### config.mk
export PLATFORM = sky130hd
export DESIGN_NAME = display_scheduler
export DESIGN_NICKNAME = d
export VERILOG_FILES = /design/src/rtl/display_scheduler.sv
export SDC_FILE = /design/constraint.sdc
export NUM_CORES = 1
export LEC_CHECK = 0
export CAP_MARGIN = 20
export CORE_ASPECT_RATIO = 1.25
export CORE_MARGIN = 10
export CORE_UTILIZATION = 45
export DETAILED_ROUTE_END_ITERATION = 6
export GPL_TIMING_DRIVEN = 0
export PLACE_DENSITY = 0.95
export SETUP_SLACK_MARGIN = 0.2
export SLEW_MARGIN = 20
export SYNTH_ARGS = -nofsm -noshare
export SYNTH_HDL_FRONTEND = slang
export SYNTH_SLANG_ARGS = --single-unit
export TNS_END_PERCENT = 100
### constraint.sdc
create_clock -name clk -period 6.2 [get_ports clk]
set_clock_uncertainty 0.05 [all_clocks]
set_input_delay 1.24 -clock clk [delete_from_list [all_inputs] [get_ports clk]]
set_output_delay 1.24 -clock clk [all_outputs]
set_load 0.1 [all_outputs]
### src/rtl/display_scheduler.sv
// Round-robin scheduler that time-shares the six-digit seven-segment driver between four
// value sources and a pre-empting alert. Optional macro BLANK_GAP_EN adds a blank gap per switch.
module display_scheduler #(
  parameter int unsigned DWELL_CYCLES = 50_000_000,
  parameter int unsigned GAP_CYCLES   = 5_000_000
) (
  input  logic        clk,
  input  logic        rst,
  input  logic        pause,
  input  logic [3:0]  src_valid,
  input  logic [95:0] src_value,
  input  logic [3:0]  src_hex,
  input  logic        alert_req,
  input  logic [23:0] alert_value,
  output logic [23:0] disp_value,
  output logic        hex_mode,
  output logic [1:0]  src_sel,
  output logic        disp_active,
  output logic        disp_blank
);

  localparam int unsigned DwellW = $clog2(DWELL_CYCLES);
  localparam int unsigned GapW   = $clog2(GAP_CYCLES + 1);
  localparam int unsigned CntW0  = (DwellW > 26) ? DwellW : 26;
  localparam int unsigned CntW   = (GapW > CntW0) ? GapW : CntW0;
  localparam logic [CntW-1:0] DwellLast = CntW'(DWELL_CYCLES - 1);

`ifdef BLANK_GAP_EN
  localparam logic [CntW-1:0] GapLast = CntW'(GAP_CYCLES - 1);
  typedef enum logic [1:0] {StIdle, StShow, StAlert, StGap} state_e;
  localparam state_e StSwitch = StGap;
`else
  typedef enum logic [1:0] {StIdle, StShow, StAlert} state_e;
  localparam state_e StSwitch = StShow;
`endif

  state_e          r_state, w_state_d;
  logic [CntW-1:0] r_cnt, w_cnt_d;
  logic [1:0]      r_sel, w_sel_d;
  logic [1:0]      r_ptr, w_ptr_d;
  logic [23:0]     r_disp, w_disp_d;
  logic            r_hex, w_hex_d;
  logic            r_active, w_active_d;
  logic            r_blank, w_blank_d;
  logic [2:0]      w_next;
  logic [2:0]      w_first;
  logic [23:0]     w_vals [4];

  // {found, index} of the nearest valid source after cur; cur itself is checked last.
  function automatic logic [2:0] next_after(input logic [1:0] cur, input logic [3:0] valid);
    logic [2:0] res;
    logic [1:0] idx;
    res = {1'b0, cur};
    for (int i = 4; i >= 1; i--) begin
      idx = cur + 2'(i);
      if (valid[idx]) res = {1'b1, idx};
    end
    return res;
  endfunction

  // {found, index} of the nearest valid source at or after ptr.
  function automatic logic [2:0] pick_from(input logic [1:0] ptr, input logic [3:0] valid);
    logic [2:0] res;
    logic [1:0] idx;
    res = {1'b0, ptr};
    for (int i = 3; i >= 0; i--) begin
      idx = ptr + 2'(i);
      if (valid[idx]) res = {1'b1, idx};
    end
    return res;
  endfunction

  always_comb begin
    for (int i = 0; i < 4; i++) w_vals[i] = src_value[24*i +: 24];
  end

  always_comb begin
    w_state_d = r_state;
    w_cnt_d   = r_cnt;
    w_sel_d   = r_sel;
    w_ptr_d   = r_ptr;
    w_next    = next_after(r_sel, src_valid);
    w_first   = pick_from(r_ptr, src_valid);

    if (alert_req) begin
      // Counter and selection are held so the interrupted source resumes cleanly.
      w_state_d = StAlert;
    end else begin
      unique case (r_state)
        StIdle: begin
          w_cnt_d = '0;
          if (w_first[2]) begin
            w_state_d = StShow;
            w_sel_d   = w_first[1:0];
          end
        end
        StShow: begin
          // A drop and an expiry on the same cycle collapse into one advance.
          if (!src_valid[r_sel] || (!pause && r_cnt == DwellLast)) begin
            w_cnt_d = '0;
            if (w_next[2]) begin
              w_state_d = StSwitch;
              w_sel_d   = w_next[1:0];
            end else begin
              w_state_d = StIdle;
            end
          end else if (!pause) begin
            w_cnt_d = r_cnt + 1'b1;
          end
        end
        StAlert: begin
          w_cnt_d = '0;
          if (src_valid[r_sel]) begin
            w_state_d = StShow;
          end else if (w_next[2]) begin
            w_state_d = StShow;
            w_sel_d   = w_next[1:0];
          end else begin
            w_state_d = StIdle;
          end
        end
`ifdef BLANK_GAP_EN
        StGap: begin
          if (r_cnt == GapLast) begin
            w_cnt_d = '0;
            if (src_valid[r_sel]) begin
              w_state_d = StShow;
            end else if (w_next[2]) begin
              w_state_d = StShow;
              w_sel_d   = w_next[1:0];
            end else begin
              w_state_d = StIdle;
            end
          end else begin
            w_cnt_d = r_cnt + 1'b1;
          end
        end
`endif
        default: begin
          w_state_d = StIdle;
          w_cnt_d   = '0;
        end
      endcase
    end

    if (w_state_d == StShow) w_ptr_d = w_sel_d + 2'd1;
  end

  // Outputs are decoded from the next state so they register with one cycle of latency.
  always_comb begin
    w_disp_d   = '0;
    w_hex_d    = 1'b1;
    w_active_d = 1'b0;
    w_blank_d  = 1'b0;
    unique case (w_state_d)
      StShow: begin
        w_disp_d   = w_vals[w_sel_d];
        w_hex_d    = src_hex[w_sel_d];
        w_active_d = 1'b1;
      end
      StAlert: begin
        w_disp_d   = alert_value;
        w_active_d = 1'b1;
      end
`ifdef BLANK_GAP_EN
      StGap: begin
        w_blank_d = 1'b1;
      end
`endif
      default: begin
        w_disp_d = '0;
      end
    endcase
  end

  always_ff @(posedge clk or posedge rst) begin
    if (rst) begin
      r_state  <= StIdle;
      r_cnt    <= '0;
      r_sel    <= 2'd0;
      r_ptr    <= 2'd0;
      r_disp   <= '0;
      r_hex    <= 1'b1;
      r_active <= 1'b0;
      r_blank  <= 1'b0;
    end else begin
      r_state  <= w_state_d;
      r_cnt    <= w_cnt_d;
      r_sel    <= w_sel_d;
      r_ptr    <= w_ptr_d;
      r_disp   <= w_disp_d;
      r_hex    <= w_hex_d;
      r_active <= w_active_d;
      r_blank  <= w_blank_d;
    end
  end

  assign disp_value  = r_disp;
  assign hex_mode    = r_hex;
  assign src_sel     = r_sel;
  assign disp_active = r_active;
  assign disp_blank  = r_blank;

endmodule

# Word level (Yosys, flattened, before mapping)
# Index checks and enable logic that the tools add are counted.
totals:
  register_bits: 58
  ram_bits: 0
  elab_cells: 87
  rom_bits: 0
  input_bits: 132
  out_inout_bits: 29
  latch_bits: 0
  memories: 0
op_classes:
  n_lt_le_gt_ge: 10
  reduce_logical: 7
  n_addsub: 8
  muxes: 47
  n_eq_ne: 6
  shifts: 0
  multipliers: 0
  bitwise: 2
  div: 0
op_table:
  columns: ["cell", "count"]
  rows:
  - ["$mux 26", 3]
  - ["$bmux 24 s2", 1]
  - ["$mux 24", 2]
  - ["$pmux 24 s2", 1]
  - ["$lt 2x3->1 const B", 9]
  - ["$add 26x1->26 const B", 1]
  - ["$eq 26x26->1 const B", 1]
  - ["$mux 3", 8]
  - ["$bmux 1 s2", 9]
  - ["$mux 2", 9]
  - ["$mux 1", 12]
  - ["$pmux 2 s3", 2]
  - ["$add 2x2->2 const B", 4]
  - ["$add 2x1->2 const B", 3]
  - ["$eq 2x1->1 const B", 2]
  - ["$eq 2x2->1 const B", 2]
  - ["$ge 3x3->1 const B", 1]
  - ["$ne 3x3->1 const B", 1]
  - ["$not 2->3", 1]
  - ["$logic_not 1->1", 2]
  - ["$logic_not 2->1", 1]
  - ["$reduce_and 2->1", 1]
  - ["$reduce_or 2->1", 1]
  - ["$logic_and 1x1->1", 1]
  - ["2 further kinds", 2]

# Logic depth before layout (Yosys ltp)
depth:
  word_depth: 15
  ltp_mapped: 11
  mapped_depth_nobuf: 8

# Worst setup path before layout
# No wires, ideal clock.
synth_path:
  path_type: "input to register"
  from: "input port src_valid[1]"
  to: "register r_disp[13] (netlist: disp_value[13])"
  setup_ns: 0.132
  setup_slack_ns: 2.965
  path_stages: 10
  t_required_ns: 6.018
  arrival_ns: 3.053
  n_path_buf: 3
  cell_sequence: "clkbuf_1 mux2i_1 mux2i_1 o21a_1 o21ai_0 a211oi_1 buf_4 buf_6 mux2i_1 o221ai_2"
synth_between:
  elab_chain_len: 15
  elab_cells_between_ends: 45
  cone_classes: "2 x eq/ne; 40 x mux; 1 x bitwise; 2 x reduce/logical"
synth_lines:
  columns: ["element", "line", "text"]
  rows:
  - ["start: declaration", "10", "input logic [3:0] src_valid,"]
  - ["$bmux 1 s2", "56, 99, 113", null]
  - ["$mux 1 (not written as such)", "56, 99, 113", null]
  - ["$mux 3 (4 in series)", "56", "if (valid[idx]) res = {1'b1, idx};"]
  - ["$mux 2", "101, 115", null]
  - ["$mux 2 (on tied branches)", "113, 99", null]
  - ["$pmux 2 s3", "89", "unique case (r_state)"]
  - ["$mux 2", "85", "if (alert_req) begin"]
  - ["$not 2->3 (not written as such)", "157", "w_disp_d = w_vals[w_sel_d];"]
  - ["$bmux 24 s2", "157", null]
  - ["$mux 24 (not written as such) (2 in series)", "157", null]
  - ["$pmux 24 s2 (*)", "155", "unique case (w_state_d)"]
  - ["net w_disp_d[13]", "41", "logic [23:0] r_disp, w_disp_d;"]
  - ["end signal: assignment", "191", "r_disp <= w_disp_d;"]
  - ["end: declaration", "41", null]
# Mark *: on every way through the listed nets, which the timed path passes. The rest lies on a longest branch. The select of a mux whose other input is x is not followed.
# A chain may end at the register's enable or synchronous reset.

# Final worst setup path
layout_path:
  from: "input port alert_req"
  to: "register r_disp[13] (netlist: disp_value[13])"
layout_between:
  elab_chain_len: 6
  elab_cells_between_ends: 9
  cone_classes: "2 x eq/ne; 6 x mux; 1 x bitwise"
layout_lines:
  columns: ["element", "line", "text"]
  rows:
  - ["start: declaration", "13", "input logic alert_req,"]
  - ["$mux 2", "85", null]
  - ["$not 2->3 (not written as such)", "157", null]
  - ["$bmux 24 s2", "157", null]
  - ["$mux 24 (not written as such) (2 in series)", "157", null]
  - ["$pmux 24 s2 (*)", "155", null]
  - ["net w_disp_d[13]", "41", null]
# Marked as above.

==> results.py <==
metrics = {
    "status": {
        "status": "finished clean",
    },
    "sta": {
        "period_minus_slack_ns": 4.07,
        "rsz0062_at_grt": "false",
        "clock.fmax_mhz": 246,
        "worst-slew-pin-transition_ns": 1.09,
        "maxSlewViolCount": 0,
        "maxSlewHeadroom": 0.274,
        "fin_ws_ns": 2.13,
        "setup_viol": 0,
        "period_share": 0.656,
        "setup_tns_ns": 0,
        "hold_viol": 0,
    },
    "global_route": {
        "grtUsageTotal": 0.237,
        "grt_overflow": 0,
        "grt_pass1_wl_um": 23000,
        "grt_pass1_vias": 4276,
        "grt_max_degree": 59,
        "antenna_found_initial": 1,
    },
    "synthesis": {
        "yosys-top-cells-count": "dfrtp_1, mux2i_1, nand2_1",
        "synth.net_count": 514,
        "syn-instance-count": 379,
        "synth_cell_types": 56,
        "synthesis.area_mm2": 0.00373,
        "yosys.area.top_type": "dfrtp_1",
        "synth.avg_cell_area_um2": 9.84,
        "synth.top_cells.by_area": "dfrtp_1, mux2i_1, o221ai_2, nand2_1, xnor2_1",
        "yosysSeqAreaShare": 0.389,
        "synthArstFlopShare": 1.00,
        "ys.warnings.count": 0,
        "synthFlopType": "dfrtp_1",
        "synth-edff-count": 0,
        "synth_top_cell_area_share": 0.382,
        "synth.most_common_cell": "dfrtp_1",
        "synth_seq_cells": 58,
    },
    "floorplanning": {
        "die_w_um": 101,
        "rows": 37,
        "coreArea_mm2": 0.00815,
        "io_pins": 161,
        "dieArea_mm2": 0.0124,
        "die_y_um": 122,
        "floorplan.initialDensity": 0.458,
    },
    "critical_path": {
        "end_kind": "flip-flop",
        "cp_slowest_stage_delay_ns": 0.56,
        "worstPathRequired_ns": 6.41,
        "worst_ep_arrival_time_ns": 4.27,
        "start_kind": "input port",
        "cpLargestDelayFamily": "buffers and inverters",
        "path_class": "in2reg",
        "critical_path_buf_inv_count": 5,
        "crit_chain": "clkdlybuf4s50_1 > buf_1 > clkinv_1 > nand2_1 > a21o_1 > ha_1 > nor2b_1 > clkbuf_1 > clkbuf_1 > nand2_1 > o221ai_2",
        "cp_max_fo": 10,
        "crit_slowest_cell": "clkdlybuf4s50_1",
    },
    "run": {
        "drv_cap": 0,
    },
    "clocking": {
        "htree_levels": 3,
        "root_buffer": "clkbuf_8",
        "cts_resized": 0,
        "cts.sinks": 58,
        "clockBufferDepth": 2,
        "ctsHoldBuffers": 0,
        "cts_buffers": 9,
        "post_cts_buffers": 0,
        "clock_latency_ns": 0.34,
        "cts_tree": "built",
        "cts.reportedPaths.clkPinSlew_ns": 0.06,
    },
    "placement": {
        "pre_cts_slack_ns": 1.93,
        "hpwl_um": 11500,
        "portBuffers": 157,
        "place_congestion": 0.940,
    },
    "layout": {
        "areaGrowthSynthToFinish_pct": 51.5,
        "fillers": 547,
        "layout-drive-gt1-share": 0.0942,
        "fin_nets": 682,
    },
    "detailed_routing": {
        "vias": 3856,
        "wl_met2_um": 7500,
        "met3_length_um": 1520,
        "ant_nets": 0,
        "routed.top_layer": "met4",
        "drtIter0Drc": 306,
        "wl_per_cell_um": 22.3,
        "post-route-drc-count": 0,
        "vias_per_cell": 5.93,
        "wirelength_met1_um": 4910,
        "firstDrtPassIters": 5,
        "wl_um": 14500,
    },
    "power": {
        "power.total_w": 0.00166,
        "power_leakage_nw": 2.40,
        "p_per_area_mw_per_mm2": 294,
        "ir_drop_v": 0.000215,
    },
    "min_path": {
        "hp-class": "reg2reg",
    },
}
==> path summary, 6_finish.rpt <==
kind | from | to | slack, ns | depth (start not counted)
max | alert_req | disp_value[13]$_DFF_PP0_ | 2.13 | 11
min in group asynchronous | rst | r_cnt[10]$_DFFE_PP0P_ | 1.32 | 2
min reg2reg | r_cnt[15]$_DFFE_PP0P_ | r_cnt[15]$_DFFE_PP0P_ | 0.48 | 1
min | r_cnt[15]$_DFFE_PP0P_ | r_cnt[15]$_DFFE_PP0P_ | 0.48 | 1
max in group asynchronous | rst | r_ptr[0]$_DFFE_PP0N_ | 4.30 | 2
max reg2reg | r_cnt[0]$_DFFE_PP0P_ | disp_value[21]$_DFF_PP0_ | 2.92 | 10
==> power by group <==
part           total, W  switching (W)  internal, W
Sequential     0.000439      0.0000263     0.000412
Combinational  0.000820       0.000502     0.000319
Clock          0.000402       0.000153     0.000249
Total           0.00166       0.000681     0.000980
==> metal layers <==
metal	vias up	track usage
met5	-	0
met1	1859	0.238
met4	0	0.100
met3	43	0.101
met2	225	0.417
li1	1729	-
==> area by class of cell <==
cell class / instances / area (um^2) / share of cell area
multi-input cells: 283 / 2060 / 0.364
repair buffers: 157 / 1570 / 0.278
flip-flops and latches: 58 / 1450 / 0.257
plain buffers: 24 / 170 / 0.0301
clock buffers: 14 / 163 / 0.0288
well taps: 97 / 121 / 0.0215
clock inverters: 2 / 60.1 / 0.0106
inverters: 14 / 55.1 / 0.00974
diodes: 1 / 2.50 / 0.000443
==> worst register-to-register path: cells and delay by family (launching register included) <==
family / cells / cell delay, ns
multiplexers: 1 / 0.42
AND/OR/NAND/NOR: 2 / 0.46
flip-flops: 1 / 0.41
buffers and inverters: 2 / 0.47
adder cells (fa/ha/maj): 1 / 0.31
AO/OA/AOI/OAI: 4 / 1.03
==> cells by family after synthesis <==
family,share of synthesized area
AOI/OAI and AO/OA,0.179
xor gates and xnor gates,0.0423
adders and majority gates,0.0101
buffers and inverters,0.0597
DFF,0.389
muxes,0.148
other,0.00101
and+or+nand+nor,0.170
==> sequential cells by signal, indices dropped and copies added (netlist names) <==
signal       count
disp_active      1
disp_value      24
hex_mode         1
r_cnt           26
r_ptr            2
r_state          2
src_sel          2
==> metrics by stage <==
stage	instance area, um^2	std cells	utilization	hold WS (ns)
6_report	5650	650	0.694	0.477
2_1_floorplan	3730	379	-	0.414
3_5_place_dp	5430	633	0.666	0.466
4_1_cts	5650	649	0.693	0.475
5_1_grt	5650	650	0.694	0.489
3_3_place_gp	5420	633	0.666	0.438
==> cells in the final DEF, fill, tap and decap left out, types with 4 or more instances in the layout <==
cell             instances
clkbuf_8                11
clkbuf_1                12
inv_1                   12
and4_1                   5
a21oi_1                  9
o21ai_0                 17
clkdlybuf4s50_1        157
or3_1                    5
nor2_1                  29
nor2b_1                  4
o221ai_2                16
nand3_1                 11
nor3_1                  11
nand2_1                 45
mux2i_1                 53
xnor2_1                 14
o221ai_1                 9
buf_6                    7
dfrtp_1                 57
xor2_1                   4
nor4_1                   4
(Power assumes the default switching activity.)
